==> config.mk <==
export PLATFORM = sky130hd
export DESIGN_NAME = mul_arbiter_ctrl
export DESIGN_NICKNAME = d
export VERILOG_FILES = /design/src/rtl/mul_ctrl_pkg.sv /design/src/rtl/rr_arbiter.sv /design/src/rtl/mul_arbiter_ctrl.sv
export SDC_FILE = /design/constraint.sdc
export NUM_CORES = 1
export LEC_CHECK = 0
export CORE_MARGIN = 5
export CORE_UTILIZATION = 38
export DETAILED_ROUTE_END_ITERATION = 16
export PLACE_DENSITY = 0.81
export SLEW_MARGIN = 20
export SYNTH_ARGS = -nofsm -noshare
export SYNTH_HDL_FRONTEND = slang
export SYNTH_SLANG_ARGS = --single-unit
==> constraint.sdc <==
create_clock -name clk -period 2.15 [get_ports clk]
set_input_delay 0.43 -clock clk [delete_from_list [all_inputs] [get_ports clk]]
set_output_delay 0.43 -clock clk [all_outputs]
set_load 0.01 [all_outputs]
==> src/rtl/mul_ctrl_pkg.sv <==
// Shared constants for the multiplier arbiter/sequencer.
// State encodings and default sizing.
package mul_ctrl_pkg;

  localparam int unsigned N_DEF     = 4;
  localparam int unsigned WIDTH_DEF = 16;

  localparam logic [2:0] ST_IDLE   = 3'd0;
  localparam logic [2:0] ST_LOAD_A = 3'd1;
  localparam logic [2:0] ST_LOAD_B = 3'd2;
  localparam logic [2:0] ST_MULT   = 3'd3;
  localparam logic [2:0] ST_DONE   = 3'd4;

  typedef enum logic [2:0] {
    IDLE   = ST_IDLE,
    LOAD_A = ST_LOAD_A,
    LOAD_B = ST_LOAD_B,
    MULT   = ST_MULT,
    DONE   = ST_DONE
  } state_t;

endpackage

==> src/rtl/rr_arbiter.sv <==
// Combinational round-robin pick: first request
// at or after ptr, wrapping around N clients.
module rr_arbiter
  import mul_ctrl_pkg::*;
#(
  parameter int N = N_DEF,
  localparam int IW = $clog2(N)
) (
  input  logic [N-1:0]  req,
  input  logic [IW-1:0] ptr,
  output logic          gnt_valid,
  output logic [IW-1:0] gnt_idx
);

  always_comb begin
    int j;
    logic [IW-1:0] jj;
    gnt_valid = 1'b0;
    gnt_idx   = '0;
    j         = 0;
    jj        = '0;
    // Walk offsets high to low so the nearest one wins.
    for (int k = N - 1; k >= 0; k--) begin
      j = int'(ptr) + k;
      if (j >= N) j = j - N;
      jj = IW'(j);
      if (req[jj]) begin
        gnt_valid = 1'b1;
        gnt_idx   = jj;
      end
    end
  end

endmodule

==> src/rtl/mul_arbiter_ctrl.sv <==
// Round-robin sequencer for the shared repeated-addition multiplier.
// MUL_SWAP_EN: put the smaller operand in the B counter.
module mul_arbiter_ctrl
  import mul_ctrl_pkg::*;
#(
  parameter int N     = N_DEF,
  parameter int WIDTH = WIDTH_DEF,
  localparam int IW   = $clog2(N)
) (
  input  logic               clk,
  input  logic               rst,
  input  logic [N-1:0]       req,
  input  logic [N*WIDTH-1:0] op_a,
  input  logic [N*WIDTH-1:0] op_b,
  output logic [N-1:0]       ack,
  output logic [WIDTH-1:0]   result,
  output logic               busy,
  output logic [IW-1:0]      grant_id,
  output logic               lda,
  output logic               ldb,
  output logic               ldp,
  output logic               clrp,
  output logic               decb,
  output logic [WIDTH-1:0]   data_out,
  input  logic               eqz,
  input  logic [WIDTH-1:0]   p_in
);

  state_t            state_q;
  logic [IW-1:0]     gid_q;
  logic [IW-1:0]     ptr_q;
  logic [WIDTH-1:0]  a_q;
  logic [WIDTH-1:0]  b_q;
  logic [WIDTH-1:0]  res_q;

  logic              gnt_valid;
  logic [IW-1:0]     gnt_idx;
  logic [WIDTH-1:0]  sel_a;
  logic [WIDTH-1:0]  sel_b;
  logic              swap;
  logic [WIDTH-1:0]  a_d;
  logic [WIDTH-1:0]  b_d;
  logic [IW-1:0]     ptr_d;

  rr_arbiter #(.N(N)) u_rr (
    .req       (req),
    .ptr       (ptr_q),
    .gnt_valid (gnt_valid),
    .gnt_idx   (gnt_idx)
  );

  assign sel_a = op_a[gnt_idx*WIDTH +: WIDTH];
  assign sel_b = op_b[gnt_idx*WIDTH +: WIDTH];

`ifdef MUL_SWAP_EN
  assign swap = sel_b > sel_a;
`else
  assign swap = 1'b0;
`endif

  assign a_d   = swap ? sel_b : sel_a;
  assign b_d   = swap ? sel_a : sel_b;
  assign ptr_d = (gid_q == IW'(N - 1)) ? '0 : gid_q + 1'b1;

  always_ff @(posedge clk) begin
    if (rst) begin
      state_q <= IDLE;
      gid_q   <= '0;
      ptr_q   <= '0;
      a_q     <= '0;
      b_q     <= '0;
      res_q   <= '0;
    end else begin
      unique case (state_q)
        IDLE: begin
          if (gnt_valid) begin
            gid_q   <= gnt_idx;
            a_q     <= a_d;
            b_q     <= b_d;
            state_q <= LOAD_A;
          end
        end
        LOAD_A: state_q <= LOAD_B;
        LOAD_B: state_q <= MULT;
        MULT: begin
          if (eqz) begin
            res_q   <= p_in;
            state_q <= DONE;
          end
        end
        DONE: begin
          ptr_q   <= ptr_d;
          state_q <= IDLE;
        end
        default: state_q <= IDLE;
      endcase
    end
  end

  always_comb begin
    lda      = 1'b0;
    ldb      = 1'b0;
    ldp      = 1'b0;
    clrp     = 1'b0;
    decb     = 1'b0;
    data_out = '0;
    ack      = '0;
    unique case (state_q)
      LOAD_A: begin
        lda      = 1'b1;
        data_out = a_q;
      end
      LOAD_B: begin
        ldb      = 1'b1;
        clrp     = 1'b1;
        data_out = b_q;
      end
      MULT: begin
        ldp  = ~eqz;
        decb = ~eqz;
      end
      DONE: ack[gid_q] = 1'b1;
      default: ;
    endcase
  end

  assign busy     = (state_q != IDLE);
  assign grant_id = gid_q;
  assign result   = res_q;

endmodule

==> results of run 1 <==
## layer usage
| metal | up-vias | global-route usage |
|---|---|---|
| li1 | 1722 | - |
| met1 | 1685 | 0.252 |
| met2 | 121 | 0.419 |
| met3 | 14 | 0.0410 |
| met4 | 0 | 0.0454 |
| met5 | - | 0 |
## Yosys cell counts, types with 2 or more instances
master    instances
buf_6             6
a22oi_2           2
buf_2             2
a211o_1          13
clkbuf_1         15
a21oi_1          35
o211ai_2          8
a22o_1           16
nor2b_1           2
and3_1            2
inv_1             6
dfxtp_1          55
a21oi_2           2
and2_1            5
ha_1              4
nand2_1          43
nor3_1            3
mux2i_1          44
buf_4             6
nor2_1           32
mux2_2           22
or3_1             8
a222oi_1          9
## tightest hold or removal path, stage by stage (launching register included)
cell,delay [ns]
dfxtp_1,0.32
nand2_1,0.05
a21oi_1,0.05
## power by group
group | internal (mW) | switching [mW] | total (mW)
combinational | 0.654 | 0.445 | 1.10
clock | 0.237 | 0.356 | 0.593
sequential | 1.11 | 0.0575 | 1.17
total | 2.00 | 0.858 | 2.86
## flip-flops by register name, summed over array words and instances (netlist names)
name / count
a_q: 16
b_q: 16
grant_id: 2
ptr_q: 2
result: 16
state_q: 3
## cell families after synthesis
| group | share of synthesized area |
|---|---|
| buf+inv | 0.0624 |
| fa+ha+maj | 0.0155 |
| compound gates | 0.217 |
| mux | 0.213 |
| simple gates | 0.151 |
| flops | 0.341 |
## repair_timing
item	in CTS	in global routing
endpoints found under the hold margin	0	0
pin swaps	5	2
setup endpoints to repair	39	39
setup buffers	7	1
cloned	2	0
gates resized for setup	41	15
## through the flow
stage | power, mW | utilization | TNS [ns] | hold slack [ns] | instances
finish | 2.86 | 0.690 | 0 | 0.460 | 678
global route | 3.02 | 0.690 | -0.000261 | 0.476 | 678
CTS | 2.89 | 0.689 | 0 | 0.462 | 677
detailed placement | 2.26 | 0.663 | -10.05 | 0.447 | 660
global placement | 2.23 | 0.663 | -8.47 | 0.442 | 660
floorplan | 1.68 | - | 0 | 0.435 | 355
## area by class of cell
class                           count  area (um^2)  area share
Inverter                            6         22.5     0.00395
Tap cell                          105          131      0.0231
Multi-Input combinational cell    265         1970       0.346
Timing Repair Buffer              239         2370       0.417
Sequential cell                    55         1110       0.194
Clock buffer                        5         68.8      0.0121
Clock inverter                      3         22.5     0.00395
## path summary, 6_finish.rpt
path,to,slack (ns),depth (start not counted)
max,data_out[1],0.06,5
min,result[13],0.46,2
max reg2reg,a_q[3],0.14,7
min reg2reg,result[13],0.46,2
==> metrics, run 1 <==
static leakage=2.53 nW; # hold bufs at CTS=0; min Tclk post-route=~2.1 ns; first-pass GRT wire length=18.0 mm; met2 wire len=6.52 mm; port buffer count=194; Layout area overhead=76.7%; most frequent cells in the layout=164 x clkdlybuf4s50_1, 52 x dfxtp_1, 43 x nand2_1, 43 x mux2i_1, 35 x a21oi_1; Max Cap Viol=0; latest clock arrival within the worst-skew pair=0.31 ns; Critical path buffers and inverters=2; Syn Nets=510; CTS Buf Count=5; WS Path Type=flip-flop to output pin; hold crit path type=flip-flop to flip-flop; CTS tree=done; DRT antenna net count=0; pin count of the biggest net entering global routing=26; # nets final=727; # diodes=0; Post-synth top flop=dfxtp_1; Hold Vio Cnt, Final=0; Data arrival, critical path=about 1.7 ns; Post-synth ARST share=0; Pre-Repair DR Iteration Count=5; Cells after Synth=between 300 and 400; Core Region=about 0.0083 mm^2; EDFF count, synth=0; Overflow after GRT=0; # rows=33; leading cell type in the layout, fill and taps excluded=clkdlybuf4s50_1; DR vias/cell=5.22; met3 WL=~640 um; wire length per cell=about 18 um; drt drc=0; layout cells sized above 1=0.187; Netlist cell types=38; PD cells=502 mW/mm^2; die area=0.0104 mm^2; initial core utilization=0.391; maximum vdd drop=276 uV; Mapped Avg Cell Area=9.09 um^2; fin crit share=0.972; M1 WL=about 4.6 mm; WL final=between 10 and 15 mm; delay-heaviest family, CP=buffers and inverters; Max H-tree Level=2; Worst Path Required=approximately 1.7 ns; synth top area cells=dfxtp_1 34%, mux2i_1 14%, mux2_2 7.7%; DP HPWL=between 9 and 10 mm; synthesized area=about 0.0032 mm^2; Placement Cell Area=~0.0055 mm^2; placer congestion estimate=0.785; DR top layer=met4; I/O Pins=195; Seq cells post-synth=55; dpl ws=-0.431 ns; crit path max fanout=7; slowest stage delay, CP=roughly 0.33 ns; Worst setup EP type=output pin; skew final=~0.015 ns; vias in the first global route=roughly 3700; crit start category=flip-flop; CP max stage cell=dfxtp_1; Synth top area share=0.341; initial antenna violation count=0; # fillers=670; reg-to-reg startpoint=state_q[0]; Warnings, synthesis=0; CTS Buffer Depth=2; clock input transition at the sequential cells of the worst setup and hold paths=roughly 0.10 ns; Initial DRC Count=153; status=finished clean; Setup WS post-layout=0.0596 ns; Worst-Margin Slew=0.574 ns; Root Buffer=clkbuf_8; CP cell instances=nor2b_2, and2_4, buf_4, a22o_1, dlygate4sd2_1; Die Ht=102 um; f_max=between 400 and 500 MHz; final setup fails=0; number of vias in the routed layout=3542; count of pins over their slew limit=0; GR Util All Layers=0.219; CTS Sinks=55; hold path start=result[13]; Die Wd=between 100 and 150 um; Crit. Startpoint=state_q[0]; Slew headroom=0.617; design area=0.00570 mm^2; Seq/Total Area, Yosys=0.341; Yosys top cell by area=dfxtp_1
Power figures use the tool's default switching activity.
==> run 2, diff against run 1 <==
CORE_UTILIZATION = 40   (was 38)
DONT_BUFFER_PORTS = 1   (was default)
PLACE_DENSITY = 0.53   (was 0.81)
==> run 2 against run 1 <==
Maximum frequency rose by 3.5%. Via count decreased by 26%. Register-to-register slack hardly changed. Non-clock buffer count is 217 lower.
==> metrics, run 2 (synthesized netlist as in run 1, its figures left out) <==
# nets final=511 (was 727); worst r2r path cells=6 (was 7); # hold bufs at CTS=0 (unchanged); Overflow after GRT=0 (unchanged); drt drc=0 (unchanged); wire length per cell=20.6 um (was 17.7 um); die area=0.00996 mm^2 (was 0.0104 mm^2); final setup fails=0 (unchanged); # fillers=787 (was 670); # diodes=0 (unchanged); Die Wd=99.8 um (was 102 um); hold path endpoint=a_q[5] (was result[13]); CTS Sinks=55 (unchanged); crit start category=flip-flop (unchanged); Initial DRC Count=113 (was 153); leading cell type in the layout, fill and taps excluded=dfxtp_1 (was clkdlybuf4s50_1); WS Path Type=flip-flop to flip-flop (was flip-flop to output pin); GR Util All Layers=0.183 (was 0.219); Core Region=0.00781 mm^2 (was 0.00826 mm^2); most frequent cells in the layout=54 x dfxtp_1, 44 x mux2i_1, 43 x nand2_1, 34 x a21oi_1, 32 x nor2_1 (was 164 x clkdlybuf4s50_1, 52 x dfxtp_1, 43 x nand2_1, 43 x mux2i_1, 35 x a21oi_1); reg-to-reg startpoint=ptr_q[1] (was state_q[0]); Layout area overhead=10.2% (was 76.7%); status=finished clean (unchanged); DRT antenna net count=0 (unchanged); placer congestion estimate=0.772 (was 0.785); design area=0.00356 mm^2 (was 0.00570 mm^2); Max H-tree Level=2 (unchanged); PD cells=739 mW/mm^2 (was 502 mW/mm^2); Worst Path Required=2.35 ns (was 1.72 ns); clock input transition at the sequential cells of the worst setup and hold paths=0.10 ns (about the same); Hold Vio Cnt, Final=0 (unchanged); Final Non-Filler Cells=459 (was 678); DP HPWL=7.06 mm (was 9.30 mm); r2r setup slk=0.13 ns (was 0.14 ns); Max Cap Viol=0 (unchanged); initial antenna violation count=0 (unchanged); vias in the first global route=2759 (was 3668); RSZ-0062 raised after global routing=false; I/O Pins=195 (unchanged); Slew headroom=0.565 (was 0.617); fin crit share=0.939 (was 0.972); initial core utilization=0.413 (was 0.391); maximum vdd drop=321 uV (was 276 uV); min Tclk post-route=2.02 ns (was 2.09 ns); Tot Pwr=2.63 mW (was 2.86 mW); Data arrival, critical path=2.22 ns (was 1.66 ns); Die Ht=99.8 um (was 102 um); Worst-Margin Slew=0.651 ns (was 0.574 ns); number of vias in the routed layout=2611 (was 3542); pin count of the biggest net entering global routing=58 (was 26); crit path max fanout=28 (was 7); static leakage=1.52 nW (was 2.53 nW); Cells after DPL=448 (was 660); skew final=0.00631 ns (was 0.0151 ns); Pre-Repair DR Iteration Count=4 (was 5); DR vias/cell=5.69 (was 5.22); f_max=495 MHz (was 478 MHz); hold path depth=1 (was 2); latest clock arrival within the worst-skew pair=0.30 ns (was 0.31 ns); worst r2r dst=a_q[11] (was a_q[3]); WL final=9.47 mm (was 12.0 mm); Root Buffer=clkbuf_8 (unchanged); count of pins over their slew limit=0 (unchanged); TNS Setup=0 ns (unchanged); layout cells sized above 1=0.204 (was 0.187); CTS tree=done (unchanged); Worst setup EP type=flip-flop (was output pin); CTS Buffer Depth=2 (unchanged); hold path start=rst (was result[13]); # rows=32 (was 33); first-pass GRT wire length=14.6 mm (was 18.0 mm); Placement Cell Area=0.00338 mm^2 (was 0.00548 mm^2); CTS Buf Count=5 (unchanged); hold crit path type=input pin to flip-flop (was flip-flop to flip-flop); port buffer count=0 (was 194)
## run 2: cell count changes in the layout (fill, tap and decap cells not counted), sizes merged, moves of 3 or more
cell and change:
buf -25, clkdlybuf4s50 -164, dlygate4sd2 -21, dlymetal6s2s -3
## run 2: worst max-delay path, stage by stage (launching register included)
cell and delay (ns):
dfxtp_2 0.37, or3b_1 0.42, o221ai_4 0.12, buf_12 0.24
mux2_2 0.37, a222oi_1 0.32, nor2_1 0.06
## run 2: how the worst max path moves through the flow
stage | startpoint | to | depth (start not counted)
floorplan | state_q[1] | data_out[11] | 4
global placement | state_q[0] | a_q[15] | 5
detailed placement | state_q[0] | a_q[3] | 5
CTS | state_q[0] | data_out[10] | 5
global route | state_q[0] | data_out[12] | 5
finish | ptr_q[1] | a_q[11] | 6
## run 2: layout make-up
cell class	instances	area (um^2)	share of cell area
Clock inverter	2	60.1	0.0169
Clock buffer	6	72.6	0.0204
Tap cell	102	128	0.0359
Timing Repair Buffer	22	203	0.0570
Sequential cell	55	1100	0.310
Multi-Input combinational cell	266	1970	0.553
Inverter	6	22.5	0.00633
## run 2: stage by stage
step                      hold slack (ns)  worst slack, ns   util
final                               0.191            0.130  0.455
after global routing                0.158          0.00980  0.455
after CTS                           0.170           0.0571  0.454
after detailed placement            0.447           -0.220  0.433
after global placement              0.449           -0.242  0.433
after floorplan                     0.435           0.0818      -
## run 2: where the power goes
part | leakage, nW | total [mW] | switching (mW) | internal [mW]
combinational | 1.01 | 0.652 | 0.351 | 0.302
clock | 0.0654 | 0.801 | 0.335 | 0.466
sequential | 0.452 | 1.17 | 0.0601 | 1.11
total | 1.52 | 2.63 | 0.746 | 1.88
## run 2: what timing repair did
| item | 4_1_cts | 5_1_grt |
|---|---|---|
| setup buffers | 2 | 0 |
| endpoints found under the setup margin | 15 | 25 |
| pin swaps | 1 | 0 |
| gates resized for setup | 1 | 3 |
| gates cloned | 1 | 0 |
## run 2: layer usage
layer,share of wire,track usage,up-vias,wire length [um]
li1,-,-,1291,-
met1,0.42,0.237,1210,4010
met2,0.50,0.302,104,4710
met3,0.073,0.0500,6,690
met4,0.0061,0.0441,0,58
met5,0,0,-,0
